File: src/rtl/change_dispenser_if.sv
// Bus between the refund controller, the change dispenser and the coin ejector.
// The slave modport is the dispenser's view; master is the controller/ejector side.
interface change_dispenser_if #(
    parameter int AMT_W = 11,
    parameter int CNT_W = 8
);
    logic             refund_valid;
    logic [AMT_W-1:0] refund_amount;
    logic             refund_ready;
    logic [3:0]       stock_empty;
    logic             eject_req;
    logic [1:0]       coin_out;
    logic             eject_ack;
    logic             busy;
    logic             done;
    logic [AMT_W-1:0] shortfall;
    logic [CNT_W-1:0] coins_dispensed;
    logic             fault;

    modport slave (
        input  refund_valid, refund_amount, stock_empty, eject_ack,
        output refund_ready, eject_req, coin_out, busy, done,
               shortfall, coins_dispensed, fault
    );

    modport master (
        output refund_valid, refund_amount, stock_empty, eject_ack,
        input  refund_ready, eject_req, coin_out, busy, done,
               shortfall, coins_dispensed, fault
    );
endinterface

File: src/rtl/change_dispenser.sv
// Greedy change dispenser: ejects 100/50/20/10 coins over a 4-phase req/ack
// handshake, skips empty tubes, reports the undispensable remainder as shortfall.
module change_dispenser #(
    parameter int AMT_W   = 11,
    parameter int TIMEOUT = 1000,
    parameter int CNT_W   = 8
) (
    input  logic i_clk,
    input  logic i_rst_n,
    change_dispenser_if.slave bus
);
    localparam int TMR_W = $clog2(TIMEOUT + 1);

    typedef enum logic [2:0] {
        S_IDLE   = 3'd0,
        S_SELECT = 3'd1,
        S_REQ    = 3'd2,
        S_REL    = 3'd3,
        S_DONE   = 3'd4,
        S_FAULT  = 3'd5
    } state_t;

    state_t           r_state;
    state_t           w_state_nxt;
    logic [AMT_W-1:0] r_remaining;
    logic [TMR_W-1:0] r_timer;
    logic [CNT_W-1:0] r_coins;
    logic [AMT_W-1:0] r_shortfall;
    logic [1:0]       r_coin_out;
    logic             r_eject_req;
    logic             r_busy;
    logic             r_ready;
    logic             r_done;
    logic             r_fault;
    logic             w_found;
    logic [1:0]       w_code;
    logic             w_timeout;

    // Coin code to credit value: 0=10, 1=20, 3=50, 2=100.
    function automatic logic [AMT_W-1:0] coin_value(input logic [1:0] code);
        logic [AMT_W-1:0] v;
        case (code)
            2'd0:    v = AMT_W'(7'd10);
            2'd1:    v = AMT_W'(7'd20);
            2'd2:    v = AMT_W'(7'd100);
            2'd3:    v = AMT_W'(7'd50);
            default: v = AMT_W'(7'd0);
        endcase
        return v;
    endfunction

    assign w_timeout = (r_timer == TMR_W'(TIMEOUT - 1));

    // Greedy pick of the largest stocked coin that still fits the remainder.
    always_comb begin
        w_found = 1'b0;
        w_code  = 2'd0;
        if ((r_remaining >= coin_value(2'd2)) && !bus.stock_empty[2]) begin
            w_found = 1'b1;
            w_code  = 2'd2;
        end else if ((r_remaining >= coin_value(2'd3)) && !bus.stock_empty[3]) begin
            w_found = 1'b1;
            w_code  = 2'd3;
        end else if ((r_remaining >= coin_value(2'd1)) && !bus.stock_empty[1]) begin
            w_found = 1'b1;
            w_code  = 2'd1;
        end else if ((r_remaining >= coin_value(2'd0)) && !bus.stock_empty[0]) begin
            w_found = 1'b1;
            w_code  = 2'd0;
        end else begin
            w_found = 1'b0;
            w_code  = 2'd0;
        end
    end

    // FSM state register.
    always_ff @(posedge i_clk or negedge i_rst_n) begin
        if (!i_rst_n) begin
            r_state <= S_IDLE;
        end else begin
            r_state <= w_state_nxt;
        end
    end

    // FSM next-state logic; ack wins over a timeout in the same cycle.
    always_comb begin
        w_state_nxt = r_state;
        case (r_state)
            S_IDLE: begin
                if (bus.refund_valid) w_state_nxt = S_SELECT;
                else                  w_state_nxt = S_IDLE;
            end
            S_SELECT: begin
                if (w_found) w_state_nxt = S_REQ;
                else         w_state_nxt = S_DONE;
            end
            S_REQ: begin
                if (bus.eject_ack)   w_state_nxt = S_REL;
                else if (w_timeout)  w_state_nxt = S_FAULT;
                else                 w_state_nxt = S_REQ;
            end
            S_REL: begin
                if (!bus.eject_ack)  w_state_nxt = S_SELECT;
                else if (w_timeout)  w_state_nxt = S_FAULT;
                else                 w_state_nxt = S_REL;
            end
            S_DONE:  w_state_nxt = S_IDLE;
            S_FAULT: w_state_nxt = S_FAULT;
            default: w_state_nxt = S_IDLE;
        endcase
    end

    // Refund datapath: remainder, handshake timer, coin count, shortfall.
    always_ff @(posedge i_clk or negedge i_rst_n) begin
        if (!i_rst_n) begin
            r_remaining <= {AMT_W{1'b0}};
            r_timer     <= {TMR_W{1'b0}};
            r_coins     <= {CNT_W{1'b0}};
            r_shortfall <= {AMT_W{1'b0}};
            r_coin_out  <= 2'd0;
        end else begin
            case (r_state)
                S_IDLE: begin
                    if (bus.refund_valid) begin
                        r_remaining <= bus.refund_amount;
                        r_coins     <= {CNT_W{1'b0}};
                        r_shortfall <= {AMT_W{1'b0}};
                    end
                end
                S_SELECT: begin
                    r_timer <= {TMR_W{1'b0}};
                    if (w_found) r_coin_out  <= w_code;
                    else         r_shortfall <= r_remaining;
                end
                S_REQ: begin
                    if (bus.eject_ack) begin
                        r_remaining <= r_remaining - coin_value(r_coin_out);
                        r_timer     <= {TMR_W{1'b0}};
                        if (r_coins != {CNT_W{1'b1}}) r_coins <= r_coins + CNT_W'(1'b1);
                    end else if (w_timeout) begin
                        r_shortfall <= r_remaining;
                    end else begin
                        r_timer <= r_timer + TMR_W'(1'b1);
                    end
                end
                S_REL: begin
                    if (bus.eject_ack) begin
                        if (w_timeout) r_shortfall <= r_remaining;
                        else           r_timer     <= r_timer + TMR_W'(1'b1);
                    end
                end
                default: begin
                end
            endcase
        end
    end

    // Status outputs registered from the next state so they align with it.
    always_ff @(posedge i_clk or negedge i_rst_n) begin
        if (!i_rst_n) begin
            r_eject_req <= 1'b0;
            r_busy      <= 1'b0;
            r_ready     <= 1'b1;
            r_done      <= 1'b0;
            r_fault     <= 1'b0;
        end else begin
            r_eject_req <= (w_state_nxt == S_REQ);
            r_busy      <= (w_state_nxt == S_SELECT) || (w_state_nxt == S_REQ) ||
                           (w_state_nxt == S_REL);
            r_ready     <= (w_state_nxt == S_IDLE);
            r_done      <= (w_state_nxt == S_DONE);
            r_fault     <= (w_state_nxt == S_FAULT);
        end
    end

    assign bus.eject_req       = r_eject_req;
    assign bus.coin_out        = r_coin_out;
    assign bus.busy            = r_busy;
    assign bus.refund_ready    = r_ready;
    assign bus.done            = r_done;
    assign bus.fault           = r_fault;
    assign bus.shortfall       = r_shortfall;
    assign bus.coins_dispensed = r_coins;
endmodule

File: src/flat_wrapper.sv
// flat-port wrapper written by rule: the top's interface ports become plain ports
module change_dispenser_flat 
#(
    parameter int AMT_W   = 11,
    parameter int TIMEOUT = 1000,
    parameter int CNT_W   = 8
)
  (i_clk, i_rst_n, bus_refund_valid, bus_refund_amount, bus_stock_empty, bus_eject_ack, bus_refund_ready, bus_eject_req, bus_coin_out, bus_busy, bus_done, bus_shortfall, bus_coins_dispensed, bus_fault);
  change_dispenser_if #(.AMT_W(AMT_W), .CNT_W(CNT_W)) bus_i ();
  input  logic i_clk;
  input  logic i_rst_n;
  input wire logic [$bits(bus_i.refund_valid)-1:0] bus_refund_valid;
  input wire logic [$bits(bus_i.refund_amount)-1:0] bus_refund_amount;
  input wire logic [$bits(bus_i.stock_empty)-1:0] bus_stock_empty;
  input wire logic [$bits(bus_i.eject_ack)-1:0] bus_eject_ack;
  output wire logic [$bits(bus_i.refund_ready)-1:0] bus_refund_ready;
  output wire logic [$bits(bus_i.eject_req)-1:0] bus_eject_req;
  output wire logic [$bits(bus_i.coin_out)-1:0] bus_coin_out;
  output wire logic [$bits(bus_i.busy)-1:0] bus_busy;
  output wire logic [$bits(bus_i.done)-1:0] bus_done;
  output wire logic [$bits(bus_i.shortfall)-1:0] bus_shortfall;
  output wire logic [$bits(bus_i.coins_dispensed)-1:0] bus_coins_dispensed;
  output wire logic [$bits(bus_i.fault)-1:0] bus_fault;
  assign bus_i.refund_valid = bus_refund_valid;
  assign bus_i.refund_amount = bus_refund_amount;
  assign bus_i.stock_empty = bus_stock_empty;
  assign bus_i.eject_ack = bus_eject_ack;
  assign bus_refund_ready = bus_i.refund_ready;
  assign bus_eject_req = bus_i.eject_req;
  assign bus_coin_out = bus_i.coin_out;
  assign bus_busy = bus_i.busy;
  assign bus_done = bus_i.done;
  assign bus_shortfall = bus_i.shortfall;
  assign bus_coins_dispensed = bus_i.coins_dispensed;
  assign bus_fault = bus_i.fault;
  change_dispenser #(.AMT_W(AMT_W), .TIMEOUT(TIMEOUT), .CNT_W(CNT_W)) u_core (.i_clk(i_clk), .i_rst_n(i_rst_n), .bus(bus_i));
endmodule
File: config.mk
export PLATFORM = sky130hd
export DESIGN_NAME = change_dispenser_flat
export DESIGN_NICKNAME = d
export VERILOG_FILES = /design/src/rtl/change_dispenser_if.sv /design/src/rtl/change_dispenser.sv /design/src/flat_wrapper.sv
export SDC_FILE = /design/constraint.sdc
export NUM_CORES = 1
export LEC_CHECK = 0
export ABC_AREA = 1
export BUFFER_PORTS_ARGS = -buffer_cell sky130_fd_sc_hd__buf_2
export CAP_MARGIN = 20
export CORE_UTILIZATION = 41
export CTS_CLUSTER_SIZE = 28
export DETAILED_ROUTE_END_ITERATION = 8
export PLACE_DENSITY = 0.68
export SYNTH_ARGS = -nofsm -noshare
export SYNTH_HDL_FRONTEND = slang
export SYNTH_SLANG_ARGS = --single-unit
File: constraint.sdc
create_clock -name i_clk -period 2.3 [get_ports i_clk]
set_input_delay 0.345 -clock i_clk [delete_from_list [all_inputs] [get_ports i_clk]]
set_output_delay 0.345 -clock i_clk [all_outputs]
set_load 0.02 [all_outputs]
==> summary.txt <==
Status
  – Status: finished clean

Global route
  – Largest net degree at the start of global routing: 25
  – GRT Residual Overflow: 0
  – First-pass GRT wire length: 12100 µm
  – Initial antenna violation count: 0
  – Vias in the first global route: 2683
  – Gr usage total: slightly below 20%

Setup path
  – Worst-path fanout max: 2
  – CP Cell Sequence: inv_2, ha_4, inv_1, ha_2, fa_2, inv_1, nand3_1, nand2_2, nand3_2, nand4_1, nand3_1, nand3_1, o21ai_0
  – Setup CP Type: register to register
  – Reg2reg start: u_core.bus.coin_out[1]
  – Worst flop-to-flop path endpoint: u_core.r_remaining[9]
  – CP required: 2.48 ns
  – FF-to-FF path depth: 13
  – Setup crit end kind: register
  – Startpoint types: register
  – Crit-path most repeated cell: nand3_1
  – R2r setup slk: 0.18 ns
  – CP arrival: about 2.3 ns
  – Worst stage delay on the critical path: 0.40 ns
  – Crit-path slowest cell: fa_2

Power and ir drop
  – Pwr dens: 1440 nW/µm²
  – Power share of the clock group: 12.0%
  – Leakage: roughly 1.9 nW
  – Psw: 0.00263 W
  – Pint: 0.00261 W
  – Sw Ratio: 50.2%
  – Comb power frac: about three fifths
  – Peak VDD IR: 535 µV
  – Sequential power share: 27.6%

Synth
  – Post-Syn Instances: 418
  – Post-Syn Area per Cell: ~7.5 µm²
  – Synth Area in Adders: 5.06%
  – Sequential-to-total area share from yosys stat: 40.2%
  – Post-synth net total: 449
  – Register bit total from synthesis: 50
  – Area leader, netlist: dfrtp_1
  – Simple-gate share of the synthesized area: 32.7%
  – Most used DFF post-synth: dfrtp_1
  – Dominant cells by area after synthesis: dfrtp_1 39%, nand2_1 10%, nand3_1 6.6%
  – Post-synth EDFFs: 0
  – Mux cell area share after synthesis: 0%
  – Post-synth top area share: between 30% and 40%
  – Main combinational cell family by area after synthesis: simple AND/OR/NAND/NOR gates
  – Yosys cell types: 37
  – Mapped Area: between 3000 and 4000 µm²
  – Synth Area in Compound Gates: 9.95%
  – Synth Area in XOR/XNOR: approximately 3.4%
  – Post-synthesis async set-or-reset flop share: 100%
  – Synth Warn #: 0

Finish
  – Area Growth Syn to Fin: 16.4%
  – Cell area after layout: ~3600 µm²
  – FF/Latch Area: 1250 µm²
  – Finished Layout Cells: 571
  – Number of filler cells placed in the layout: 760
  – Layout Nets: between 500 and 600
  – N_diodes: 0
  – Area of the multi-input gates: 1620 µm²
  – Layout cells sized above 1: 23.1%

Placed design
  – Hpwl dp: roughly 5600 µm
  – Port bufs: 44
  – Setup WS pre-CTS: 0.0179 ns
  – Routability congestion estimate: ~0.93
  – Inst Count DP: 561
  – Placed Area: 3470 µm²

Worst hold path
  – Hold Crit Start: bus_refund_amount[0]
  – Hold Path End: u_core.r_remaining[0]
  – Hold WC Path Type: input pin to register
  – WHS Path Cells: 3

Clock network
  – CTS tree: done
  – Clock Path Buffers: 2
  – CTS sink cnt: 50
  – Clk root buf: clkbuf_8
  – # H-tree levels: 2
  – Inserted Clock Buffers: 5
  – Worst-Skew Late Latency: 0.31 ns
  – Worst-path clk slew: 0.10 ns

Floorplanning
  – Die area: 7960 µm²
  – Die Wd: 89.2 µm
  – Row count: 31
  – Core footprint: approximately 7300 µm²
  – Initial core utilization: 42.8%
  – Die Ht: 89.2 µm
  – Number of I/O pins: 45

STA
  – Period minus WS final: 2.12 ns
  – FMAX: ~470 MHz
  – Total Neg Setup Slack: 0 ns
  – Final Hold Viols: 0
  – Final Max Tran Viols: 0
  – Final setup fails: 0
  – Final period util: 92.3%
  – Slew margin rel.: 70.3%
  – RSZ-0062 raised after global routing: false
  – Final Skew: 0.0142 ns
  – Worst Max-Slew Pin Slew: 0.445 ns
  – Final worst slack: 0.178 ns

Route
  – WL/cell: 12.6 µm
  – Post-route ant nets: 0
  – First-pass iteration count of the detailed router: 4
  – Via count: between 2000 and 3000
  – DRT iter0 DRCs: about 150
  – Via/cell ratio: 4.93
  – DRC Markers: 0
  – Final wirelength: between 7000 and 8000 µm

Run
  – Max-cap viol count: 0
==> power by group through the flow <==
stage	sequential (W)	combinational [W]	clock, W
2_1_floorplan	0.00159	0.00218	0
3_5_place_dp	0.00146	0.00304	0
6_report	0.00145	0.00316	0.000627
5_1_grt	0.00148	0.00357	0.000691
3_3_place_gp	0.00145	0.00304	0
4_1_cts	0.00144	0.00309	0.000646
==> through the flow <==
stage	util, %	hold slack, ns	total power [W]
final	49.8	0.254	0.00523
after global routing	49.8	0.235	0.00574
after CTS	49.4	0.249	0.00518
after detailed placement	47.6	0.320	0.00450
after global placement	47.6	0.316	0.00449
after floorplan	-	0.0494	0.00377
==> state kept, by name (all words and copies together) (netlist names) <==
signal	count
u_core.bus.busy	1
u_core.bus.coin_out	2
u_core.bus.coins_dispensed	8
u_core.bus.done	1
u_core.bus.eject_req	1
u_core.bus.fault	1
u_core.bus.refund_ready	1
u_core.bus.shortfall	11
u_core.r_remaining	11
u_core.r_state	3
u_core.r_timer	10
==> worst max path at each step <==
stage | startpoint | endpoint | slack (ns) | cells past startpoint
final | u_core.bus.coin_out[1] | u_core.r_remaining[9] | 0.18 | 13
after global routing | u_core.bus.coin_out[1] | u_core.r_remaining[9] | 0.004 | 14
after CTS | u_core.bus.coin_out[0] | u_core.r_remaining[9] | 0.02 | 13
after detailed placement | u_core.bus.coin_out[0] | u_core.r_remaining[9] | 0.02 | 13
after global placement | u_core.bus.coin_out[0] | u_core.r_remaining[9] | 0.10 | 13
after floorplan | u_core.bus.coin_out[0] | u_core.r_remaining[9] | 0.01 | 13
==> routing by layer <==
| metal | wire, µm | part of all wire [%] | vias up | GRT usage (%) |
|---|---|---|---|---|
| met3 | 261 | 3.6 | 15 | 3.32 |
| met4 | 140 | 1.9 | 0 | 5.34 |
| met5 | 0 | 0 | - | 0 |
| li1 | - | - | 1447 | - |
| met1 | 3620 | 50 | 1286 | 28.3 |
| met2 | 3200 | 44 | 67 | 30.5 |
==> placed cells by master (no fill, tap or decap), drive strengths merged, types with 12 or more instances in the layout <==
| cell | netlist | layout |
|---|---|---|
| dfrtp | 49 | 49 |
| xor2 | 12 | 12 |
| nor2 | 57 | 57 |
| nand4 | 12 | 12 |
| o21ai | 23 | 23 |
| nand2 | 104 | 104 |
| inv | 62 | 62 |
| a21oi | 14 | 14 |
| nand3 | 41 | 41 |
| buf | 6 | 52 |
==> kinds of logic after synthesis <==
family,count (synthesis)
compound gates,51
xor+xnor,12
buf+inv,69
simple gates,224
flops,50
fa+ha+maj,12
==> layout make-up <==
cell class	count	area share (%)
Tap cell	99	3.41
Sequential cell	50	34.5
Multi-Input combinational cell	299	44.5
Clock buffer	5	1.90
Inverter	62	6.41
Timing Repair Buffer	53	8.00
Clock inverter	3	1.24
==> worst max-delay path, delay by kind of cell, from the launching register on <==
kind | cells | cell delay, ns
compound gates | 1 | 0.08
fa+ha+maj | 3 | 0.87
buf+inv | 3 | 0.18
flops | 1 | 0.37
simple gates | 6 | 0.48
==> cells in the mapped netlist (2+ instances only) <==
| cell type | n |
|---|---|
| a21oi_1 | 13 |
| buf_2 | 3 |
| dfrtp_1 | 49 |
| ha_1 | 11 |
| inv_1 | 53 |
| inv_2 | 9 |
| nand2_1 | 86 |
| nand2_2 | 17 |
| nand3_1 | 41 |
| nand4_1 | 12 |
| nor2_1 | 49 |
| nor2_2 | 7 |
| nor3_1 | 4 |
| o211ai_1 | 4 |
| o21ai_0 | 21 |
| o22ai_1 | 3 |
| o31ai_1 | 2 |
| or2_2 | 4 |
| xor2_1 | 12 |
==> repair_timing <==
action                                  4_1_cts  5_1_grt
setup buffers                                 1        0
hold endpoints to repair                     14        0
gates resized for setup                       0        8
hold buffers                                  1        0
pin swaps                                     0        1
endpoints found under the setup margin        1        4
(Power assumes the default switching activity.)
